**src/rtl/gsm_sym_source_upsampler_pkg.sv**
```systemverilog
// rtl/gsm_sym_source_upsampler_pkg.sv - shared constants, Gray level table and FSM states
package gsm_sym_source_upsampler_pkg;

    localparam int GSM_WIDTH = 18;
    localparam int GSM_OSR   = 4;
    localparam int GSM_UPS   = 4;
    localparam int LFSR_LEN  = 22;

    localparam logic [LFSR_LEN-1:0]         GSM_SEED    = 22'h1;
    localparam logic signed [GSM_WIDTH-1:0] GSM_LVL_A   = 18'sd32768;
    localparam logic signed [GSM_WIDTH-1:0] GSM_IMP_AMP = 18'sd131071;

    // Level multiplier of LVL_A indexed by Gray bits {b1,b0}
    localparam int GRAY_MULT [4] = '{-3, -1, 3, 1};

    typedef enum logic [1:0] {
        ST_PN,
        ST_IMP_ARM,
        ST_IMP_DONE
    } imp_state_t;

endpackage

```
**src/rtl/gsm_sym_source_upsampler_if.sv**
```systemverilog
// rtl/gsm_sym_source_upsampler_if.sv - control inputs and sample/strobe outputs of the source
interface gsm_sym_source_upsampler_if #(
    parameter int WIDTH = 18
);
    logic                    run;
    logic                    mode;
    logic                    sam_clk_en;
    logic                    sym_clk_en;
    logic [1:0]              sym_phase;
    logic [1:0]              sym_bits;
    logic signed [WIDTH-1:0] x_out;

    modport master (
        input  run, mode,
        output sam_clk_en, sym_clk_en, sym_phase, sym_bits, x_out
    );

    modport slave (
        output run, mode,
        input  sam_clk_en, sym_clk_en, sym_phase, sym_bits, x_out
    );
endinterface

```
**src/rtl/gsm_lfsr22.sv**
```systemverilog
// rtl/gsm_lfsr22.sv - x^22+x^21+1 Fibonacci LFSR, two shifts per step, zero-lock reload
module gsm_lfsr22
    import gsm_sym_source_upsampler_pkg::*;
#(
    parameter logic [LFSR_LEN-1:0] SEED = GSM_SEED
) (
    input  logic       clk,
    input  logic       reset,
    input  logic       step,
    output logic [1:0] bits
);
    localparam logic [LFSR_LEN-1:0] SEED_EFF = (SEED == '0) ? 22'h1 : SEED;

    logic [LFSR_LEN-1:0] s;

    // b1 is s[21] before the first shift, b0 is s[21] before the second, which is s[20] now
    assign bits = s[21:20];

    always_ff @(posedge clk or negedge reset) begin
        if (!reset) begin
            s <= SEED_EFF;
        end else if (step) begin
            s <= (s == '0) ? SEED_EFF : {s[19:0], s[21] ^ s[20], s[20] ^ s[19]};
        end
    end
endmodule

```
**src/rtl/gsm_sym_source_upsampler.sv**
```systemverilog
// rtl/gsm_sym_source_upsampler.sv - sample/symbol strobes, PN 4-ASK mapper, impulse mode, zero stuffing
module gsm_sym_source_upsampler
    import gsm_sym_source_upsampler_pkg::*;
#(
    parameter int                        WIDTH   = GSM_WIDTH,
    parameter int                        OSR     = GSM_OSR,
    parameter int                        UPS     = GSM_UPS,
    parameter logic [LFSR_LEN-1:0]       SEED    = GSM_SEED,
    parameter logic signed [WIDTH-1:0]   LVL_A   = GSM_LVL_A,
    parameter logic signed [WIDTH-1:0]   IMP_AMP = GSM_IMP_AMP
) (
    input  logic                          sys_clk,
    input  logic                          reset,
    gsm_sym_source_upsampler_if.master    bus
);
    localparam int CW = $clog2(OSR);

    logic [CW-1:0]           clk_cnt;
    logic [1:0]              lfsr_bits;
    logic                    pn_step;
    logic signed [WIDTH-1:0] pn_level;
    imp_state_t              imp_state;

    assign pn_step  = bus.sam_clk_en && bus.sym_clk_en && !bus.mode;
    assign pn_level = WIDTH'(GRAY_MULT[lfsr_bits] * LVL_A);

    gsm_lfsr22 #(
        .SEED (SEED)
    ) u_lfsr (
        .clk   (sys_clk),
        .reset (reset),
        .step  (pn_step),
        .bits  (lfsr_bits)
    );

    // Strobes are registered one count early so they are high exactly while clk_cnt==OSR-1;
    // all sample-side state moves on the edge that closes a strobe cycle.
    always_ff @(posedge sys_clk or negedge reset) begin
        if (!reset) begin
            clk_cnt        <= '0;
            bus.sam_clk_en <= 1'b0;
            bus.sym_clk_en <= 1'b0;
            bus.sym_phase  <= '0;
            bus.sym_bits   <= '0;
            bus.x_out      <= '0;
            imp_state      <= ST_PN;
        end else begin
            if (bus.run) begin
                clk_cnt <= (clk_cnt == CW'(OSR - 1)) ? '0 : clk_cnt + 1'b1;
            end
            bus.sam_clk_en <= bus.run && (clk_cnt == CW'(OSR - 2));
            bus.sym_clk_en <= bus.run && (clk_cnt == CW'(OSR - 2)) && (bus.sym_phase == 2'(UPS - 1));

            if (bus.sam_clk_en) begin
                bus.sym_phase <= (bus.sym_phase == 2'(UPS - 1)) ? 2'd0 : bus.sym_phase + 2'd1;
                if (bus.mode) begin
                    bus.x_out <= (imp_state == ST_IMP_DONE) ? '0 : IMP_AMP;
                    imp_state <= ST_IMP_DONE;
                end else if (bus.sym_clk_en) begin
                    bus.x_out    <= pn_level;
                    bus.sym_bits <= lfsr_bits;
                    imp_state    <= ST_PN;
                end else begin
                    // After an impulse, PN output waits for the next symbol boundary
                    bus.x_out <= '0;
                    if (imp_state == ST_IMP_DONE) begin
                        imp_state <= ST_IMP_ARM;
                    end
                end
            end
        end
    end
endmodule
```
**src/flat_wrapper.sv**
```systemverilog
// flat-port wrapper written by rule: the top's interface ports become plain ports
module gsm_sym_source_upsampler_flat import gsm_sym_source_upsampler_pkg::*;
#(
    parameter int                        WIDTH   = GSM_WIDTH,
    parameter int                        OSR     = GSM_OSR,
    parameter int                        UPS     = GSM_UPS,
    parameter logic [LFSR_LEN-1:0]       SEED    = GSM_SEED,
    parameter logic signed [WIDTH-1:0]   LVL_A   = GSM_LVL_A,
    parameter logic signed [WIDTH-1:0]   IMP_AMP = GSM_IMP_AMP
)
  (sys_clk, reset, bus_run, bus_mode, bus_sam_clk_en, bus_sym_clk_en, bus_sym_phase, bus_sym_bits, bus_x_out);
  gsm_sym_source_upsampler_if #(.WIDTH(WIDTH)) bus_i ();
  input  logic sys_clk;
  input  logic reset;
  input wire logic [$bits(bus_i.run)-1:0] bus_run;
  input wire logic [$bits(bus_i.mode)-1:0] bus_mode;
  output wire logic [$bits(bus_i.sam_clk_en)-1:0] bus_sam_clk_en;
  output wire logic [$bits(bus_i.sym_clk_en)-1:0] bus_sym_clk_en;
  output wire logic [$bits(bus_i.sym_phase)-1:0] bus_sym_phase;
  output wire logic [$bits(bus_i.sym_bits)-1:0] bus_sym_bits;
  output wire logic [$bits(bus_i.x_out)-1:0] bus_x_out;
  assign bus_i.run = bus_run;
  assign bus_i.mode = bus_mode;
  assign bus_sam_clk_en = bus_i.sam_clk_en;
  assign bus_sym_clk_en = bus_i.sym_clk_en;
  assign bus_sym_phase = bus_i.sym_phase;
  assign bus_sym_bits = bus_i.sym_bits;
  assign bus_x_out = bus_i.x_out;
  gsm_sym_source_upsampler #(.WIDTH(WIDTH), .OSR(OSR), .UPS(UPS), .SEED(SEED), .LVL_A(LVL_A), .IMP_AMP(IMP_AMP)) u_core (.sys_clk(sys_clk), .reset(reset), .bus(bus_i));
endmodule
```
**config.mk**
```make
export PLATFORM = sky130hd
export DESIGN_NAME = gsm_sym_source_upsampler_flat
export DESIGN_NICKNAME = d
export VERILOG_FILES = /design/src/rtl/gsm_sym_source_upsampler_pkg.sv /design/src/rtl/gsm_sym_source_upsampler_if.sv /design/src/rtl/gsm_lfsr22.sv /design/src/rtl/gsm_sym_source_upsampler.sv /design/src/flat_wrapper.sv
export SDC_FILE = /design/constraint.sdc
export NUM_CORES = 1
export LEC_CHECK = 0
export BUFFER_PORTS_ARGS = -buffer_cell sky130_fd_sc_hd__buf_2
export CORE_MARGIN = 2
export CORE_UTILIZATION = 40
export CTS_BUF_LIST = sky130_fd_sc_hd__clkbuf_4
export DETAILED_ROUTE_END_ITERATION = 10
export SLEW_MARGIN = 0
export SYNTH_ARGS = -nofsm -noshare
export SYNTH_HDL_FRONTEND = slang
export SYNTH_SLANG_ARGS = --single-unit
```
**constraint.sdc**
```tcl
create_clock -name sys_clk -period 1.3 [get_ports sys_clk]
set_clock_uncertainty 0.05 [all_clocks]
set_input_delay 0.195 -clock sys_clk [delete_from_list [all_inputs] [get_ports sys_clk]]
set_output_delay 0.195 -clock sys_clk [all_outputs]
set_load 0.01 [all_outputs]
```
=== Word-level counts from Yosys, hierarchy flattened ===
Index checks and enable logic that the tools add are counted.

* Bits in registers: 50
* Bits of input ports: 4
* Output and inout port bits: 24
* Word-level logic and storage cells: 40

* Add/sub/neg operators: 2
* Order comparisons: 1
* Equal/unequal tests: 4
* Muxes and demuxes: 12
* Bitwise logic cells: 4
* Reduce and logical (&&, ||, !) cells: 9

{| class="wikitable"
|+ Operator list
! operator !! number
|-
| $bmux 32 s2 || 1
|-
| $mux 18 || 2
|-
| $logic_not 22->1 || 1
|-
| $mux 22 || 1
|-
| $mux 17 || 1
|-
| $mux 2 || 5
|-
| $eq 2x2->1 const B || 4
|-
| $mux 3 || 2
|-
| $add 2x1->2 const B || 2
|-
| $logic_and 1x1->1 || 4
|-
| $ge 3x3->1 const B || 1
|-
| $not 2->3 || 1
|-
| $reduce_and 3->1 || 1
|-
| $reduce_bool 3->1 || 1
|-
| $reduce_and 2->1 || 1
|-
| $xor 1x1->1 || 2
|-
| $logic_not 1->1 || 1
|-
| $not 1->1 || 1
|}

=== Longest topological paths before layout ===
* Word-level depth: 6
* Mapped depth: 5
* Gate-level depth less buffers: 5

=== Cells and area by module ===
A second synthesis with hierarchy kept.

* Cells, all modules: 127
* Area, all modules: 1659.1 µm²

{| class="wikitable"
|+ Modules (own cells, without submodules)
! module !! instances !! cells an instance !! area an instance (µm²) !! sequential area each (µm²)
|-
| gsm_lfsr22 || 1 || 62 || 915.9 || 551.8
|-
| gsm_sym_source_upsampler || 1 || 65 || 743.2 || 350.3
|}

=== Least setup slack after synthesis ===
OpenSTA, ideal clock, no wires.

* Path type: register -> register
* From: reg u_core.u_lfsr.s[20]
* To: reg u_core.u_lfsr.s[1]
* Library setup time: 0.124 ns
* Data arrival time: 1.182 ns
* Data required time: 1.126 ns
* Setup slack: -0.056 ns
* Stages on the path, launching flop included: 6
* Path buffers: 0
* Period minus slack after synthesis: 1.356 ns
* Cell sequence: dfrtp_1 -> inv_1 -> ha_1 -> nor4b_1 -> nand4_1 -> o31a_1

* Word-level cells in the longest chain between the ends: 2
* Elaborated cells on any way between the ends: 3
* Classes of those cells: 1 x mux; 1 x bitwise; 1 x reduce/logical

{| class="wikitable"
|+ Ends and longest elaborated chain
! element !! RTL line !! RTL
|-
| start: declaration || gsm_lfsr22.sv:14 || <nowiki>logic [LFSR_LEN-1:0] s;</nowiki>
|-
| start signal: assignment || gsm_lfsr22.sv:23 || <nowiki>s <= (s == '0) ? SEED_EFF : {s[19:0], s[21] ^ s[20], s[20] ^ s[19]};</nowiki>
|-
| $logic_not 22->1 / $xor 1x1->1 (equally long branches) || gsm_lfsr22.sv:23 ||
|-
| $mux 22 (*) || gsm_lfsr22.sv:23 ||
|}

Mark *: on every way between the ends. The rest lies on a longest branch, timed or not.
A chain may end at the register's enable or synchronous reset.

=== Worst setup path after layout ===
* From: reg u_core.u_lfsr.s[21]
* To: reg u_core.u_lfsr.s[1]

Same word-level chain as after synthesis.

==> results.json <==
{
  "outcome": "finished with violations",
  "violations": "setup timing",
  "swShare_pct": 32.6,
  "layout_worst_path_cycle_share_pct": 107,
  "finalSetupViolCount": 3,
  "maxCapViolations": 0,
  "avgSynthCellArea_sq_um": 12.8,
  "ys_seq_area_share_pct": 55.6,
  "antenna_left": 0,
  "crit_buf_inv": 1,
  "gp_congestion": 0.740,
  "worst_slew_pin_slew_ns": 0.452,
  "clk_pin_slew_ns": 0.12,
  "crit_slowest_cell": "dfrtp_1",
  "wl_per_cell_microns": 13.7,
  "postSynthNetCount": 135,
  "finalMaxSlewViolations": 0,
  "ys_warn_count": 0,
  "die_area_sq_um": 4580,
  "place_ws_ns": -0.0997,
  "route.detailed.drc": 0,
  "hold-path-endpoint": "u_core.clk_cnt[1]",
  "syn2layout_area_growth_pct": 28.6,
  "maxClockFrequency_ghz": 0.719,
  "synthCells": 127,
  "die_y_microns": 67.7,
  "rsz0062_at_grt": "yes",
  "io_buffers": 27,
  "crit_fanout": 2,
  "cp_top_family": "flip-flops",
  "grtUsageTotal_pct": 13.5,
  "p_clk_share_pct": 18.2,
  "cts_made_buffers": 5,
  "core_area_sq_um": 3940,
  "slew-limit-headroom_pct": 69.9,
  "switching_power_uw": 1030,
  "die_w_microns": 67.7,
  "hold_viol_final": 0,
  "antenna_found_initial": 0,
  "holdPathStages": 2,
  "hold_class": "input pin to flop",
  "mostFrequentLayoutCells": "33 x dfrtp_1, 19 x buf_2, 16 x buf_6, 15 x mux2_4, 13 x buf_4",
  "seq_power_share_pct": 44.8,
  "cp_data_required_time_ns": 1.49,
  "r2r_slack_ns": -0.09,
  "hp-start": "bus_run",
  "layout_commonest_cell": "dfrtp_1",
  "fill_cells": 344,
  "layout_setup_ws_ns": -0.0911,
  "clkSinkCount": 36,
  "rows": 23,
  "r2r-end": "u_core.u_lfsr.s[1]",
  "h-tree-depth": 2,
  "grt_pass1_wl_microns": 4420,
  "leakage_uw": 0.00113,
  "peakVddDrop_mv": 0.955,
  "cts_tree": "done",
  "hpwlAfterDp_microns": 1890,
  "drt_first_iter_violations": 60,
  "crit_chain": "inv_2 -> ha_2 -> nor4b_4 -> nand4_1 -> o31a_1",
  "vias_per_cell": 4.81,
  "pwr-share-comb_pct": 37.0,
  "startpoint_type": "flop",
  "synth_seq_cells": 36,
  "clk_latency_ns": 0.34,
  "finalWirelength_microns": 2980,
  "cpPeakStageDelay_ns": 0.41,
  "synthDistinctLibCells": 32,
  "root_buffer": "clkbuf_4",
  "antenna_cells": 0,
  "pin_count": 28,
  "crit_arrival_ns": 1.58,
  "cts_buffer_depth": 2,
  "drt-pass1-iter-count": 4,
  "syn_area_sq_um": 1620,
  "crit_type": "flop to flop",
  "grt_pass1_vias": 965,
  "drive_above_1_share_pct": 53.0,
  "r2r_start": "u_core.u_lfsr.s[21]",
  "overflow": 0,
  "power.density_nw_per_um2": 1510,
  "crit_path_end_kind": "flop",
  "reg2reg_depth": 5,
  "start_util_pct": 41.1,
  "dr_total_vias": 1048,
  "grt_max_degree": 21,
  "period_needed_ns": 1.39,
  "totalPowerFinal_uw": 3150,
  "intPower_uw": 2120,
  "fin_nets": 175
}
==> stage by stage <==
step,instance area (sq um),utilization (%),std cells,TNS (ns),hold slack (ns)
after floorplan,1630,-,127,-0.00855,-0.151
after global placement,1790,45.5,200,-0.0506,0.108
after detailed placement,1790,45.5,200,-0.138,0.116
after CTS,1870,47.5,210,-0.0874,0.0249
after global routing,2090,52.9,218,-1.26,0.0270
final,2090,52.9,218,-0.136,0.0444
==> registers in the layout (all words and copies together), names as in the netlist <==
register               cells
u_core.bus.sym_phase       2
u_core.imp_state           2
u_core.bus.sym_clk_en      1
u_core.bus.x_out           4
u_core.u_lfsr.s           22
u_core.clk_cnt             2
u_core.bus.sym_bits        2
u_core.bus.sam_clk_en      1
==> worst max-delay path by stage <==
| stage | startpoint | endpoint | slack, ns | cells after the start |
|---|---|---|---|---|
| after floorplan | u_core.u_lfsr.s[20] | u_core.u_lfsr.s[1] | -0.009 | 5 |
| after global placement | u_core.u_lfsr.s[20] | u_core.u_lfsr.s[1] | -0.05 | 5 |
| after detailed placement | u_core.u_lfsr.s[20] | u_core.u_lfsr.s[1] | -0.1 | 5 |
| after CTS | u_core.u_lfsr.s[20] | u_core.u_lfsr.s[1] | -0.07 | 5 |
| after global routing | u_core.u_lfsr.s[21] | u_core.u_lfsr.s[0] | -0.20 | 5 |
| final | u_core.u_lfsr.s[21] | u_core.u_lfsr.s[1] | -0.09 | 5 |
==> cell usage after synthesis (all sizes together) <==
cell / instances / area (sq um)
nand2b: 1 / 6.26
dfstp: 1 / 26.3
a31oi: 1 / 6.26
a21oi: 2 / 10.0
nand3b: 3 / 22.5
o31a: 1 / 8.76
xor2: 1 / 8.76
a31o: 1 / 8.76
and3: 1 / 6.26
or2: 1 / 6.26
nand4: 1 / 6.26
nand3: 2 / 10.0
dfrtp: 35 / 876
nor4: 3 / 18.8
nor4b: 1 / 8.76
o31ai: 1 / 7.51
mux2i: 2 / 20.0
ha: 4 / 50.1
and2: 1 / 6.26
nor2: 3 / 11.3
o22ai: 1 / 6.26
nor3: 1 / 5.00
a22o: 1 / 8.76
mux2: 23 / 267
nor2b: 1 / 6.26
nand2: 4 / 15.0
inv: 7 / 26.3
buf: 18 / 138
o21ai: 5 / 25.0
==> timing repair <==
action	4_1_cts	5_1_grt
hold buffers	1	0
hold endpoints to repair	17	0
endpoints found under the setup margin	28	36
pin swaps	3	1
cloned	0	2
buffers inserted	1	6
resized for setup	3	37
==> power by group through the flow <==
stage	logic (uW)	registers (uW)	clock network (uW)
after detailed placement	867	1450	0
after global placement	839	1440	0
after floorplan	682	1500	0
final	1170	1410	573
after CTS	890	1440	588
after global routing	1310	1440	650
==> per-layer routing <==
metal	wire length, microns	GRT usage (%)	up-vias
met4	53	9.18	0
met1	1350	15.5	510
met3	129	4.50	5
met2	1450	21.2	25
met5	0	0	-
li1	-	-	508
==> cell families (layout without fill, tap and decap cells) <==
group | after synthesis | count (layout) | synth area share [%]
AOI/OAI and AO/OA | 13 | 13 | 5.02
muxes | 25 | 25 | 17.7
adders and majority gates | 4 | 4 | 3.09
and+or+nand+nor | 23 | 23 | 7.95
DFF | 36 | 36 | 55.6
buffers and inverters | 25 | 66 | 10.1
xor gates and xnor gates | 1 | 1 | 0.540
==> cell type report <==
class                   instances  area (sq um)  share of cell area, %
clock inverters                 3          13.8                  0.660
inverters                       7          26.3                   1.26
flip-flops and latches         36           905                   43.4
clock buffers                   5          37.5                   1.80
multi-input cells              66           628                   30.1
well taps                      50          62.6                   3.00
repair buffers                 51           413                   19.8
Note: power is estimated with default switching activity, not from simulation.
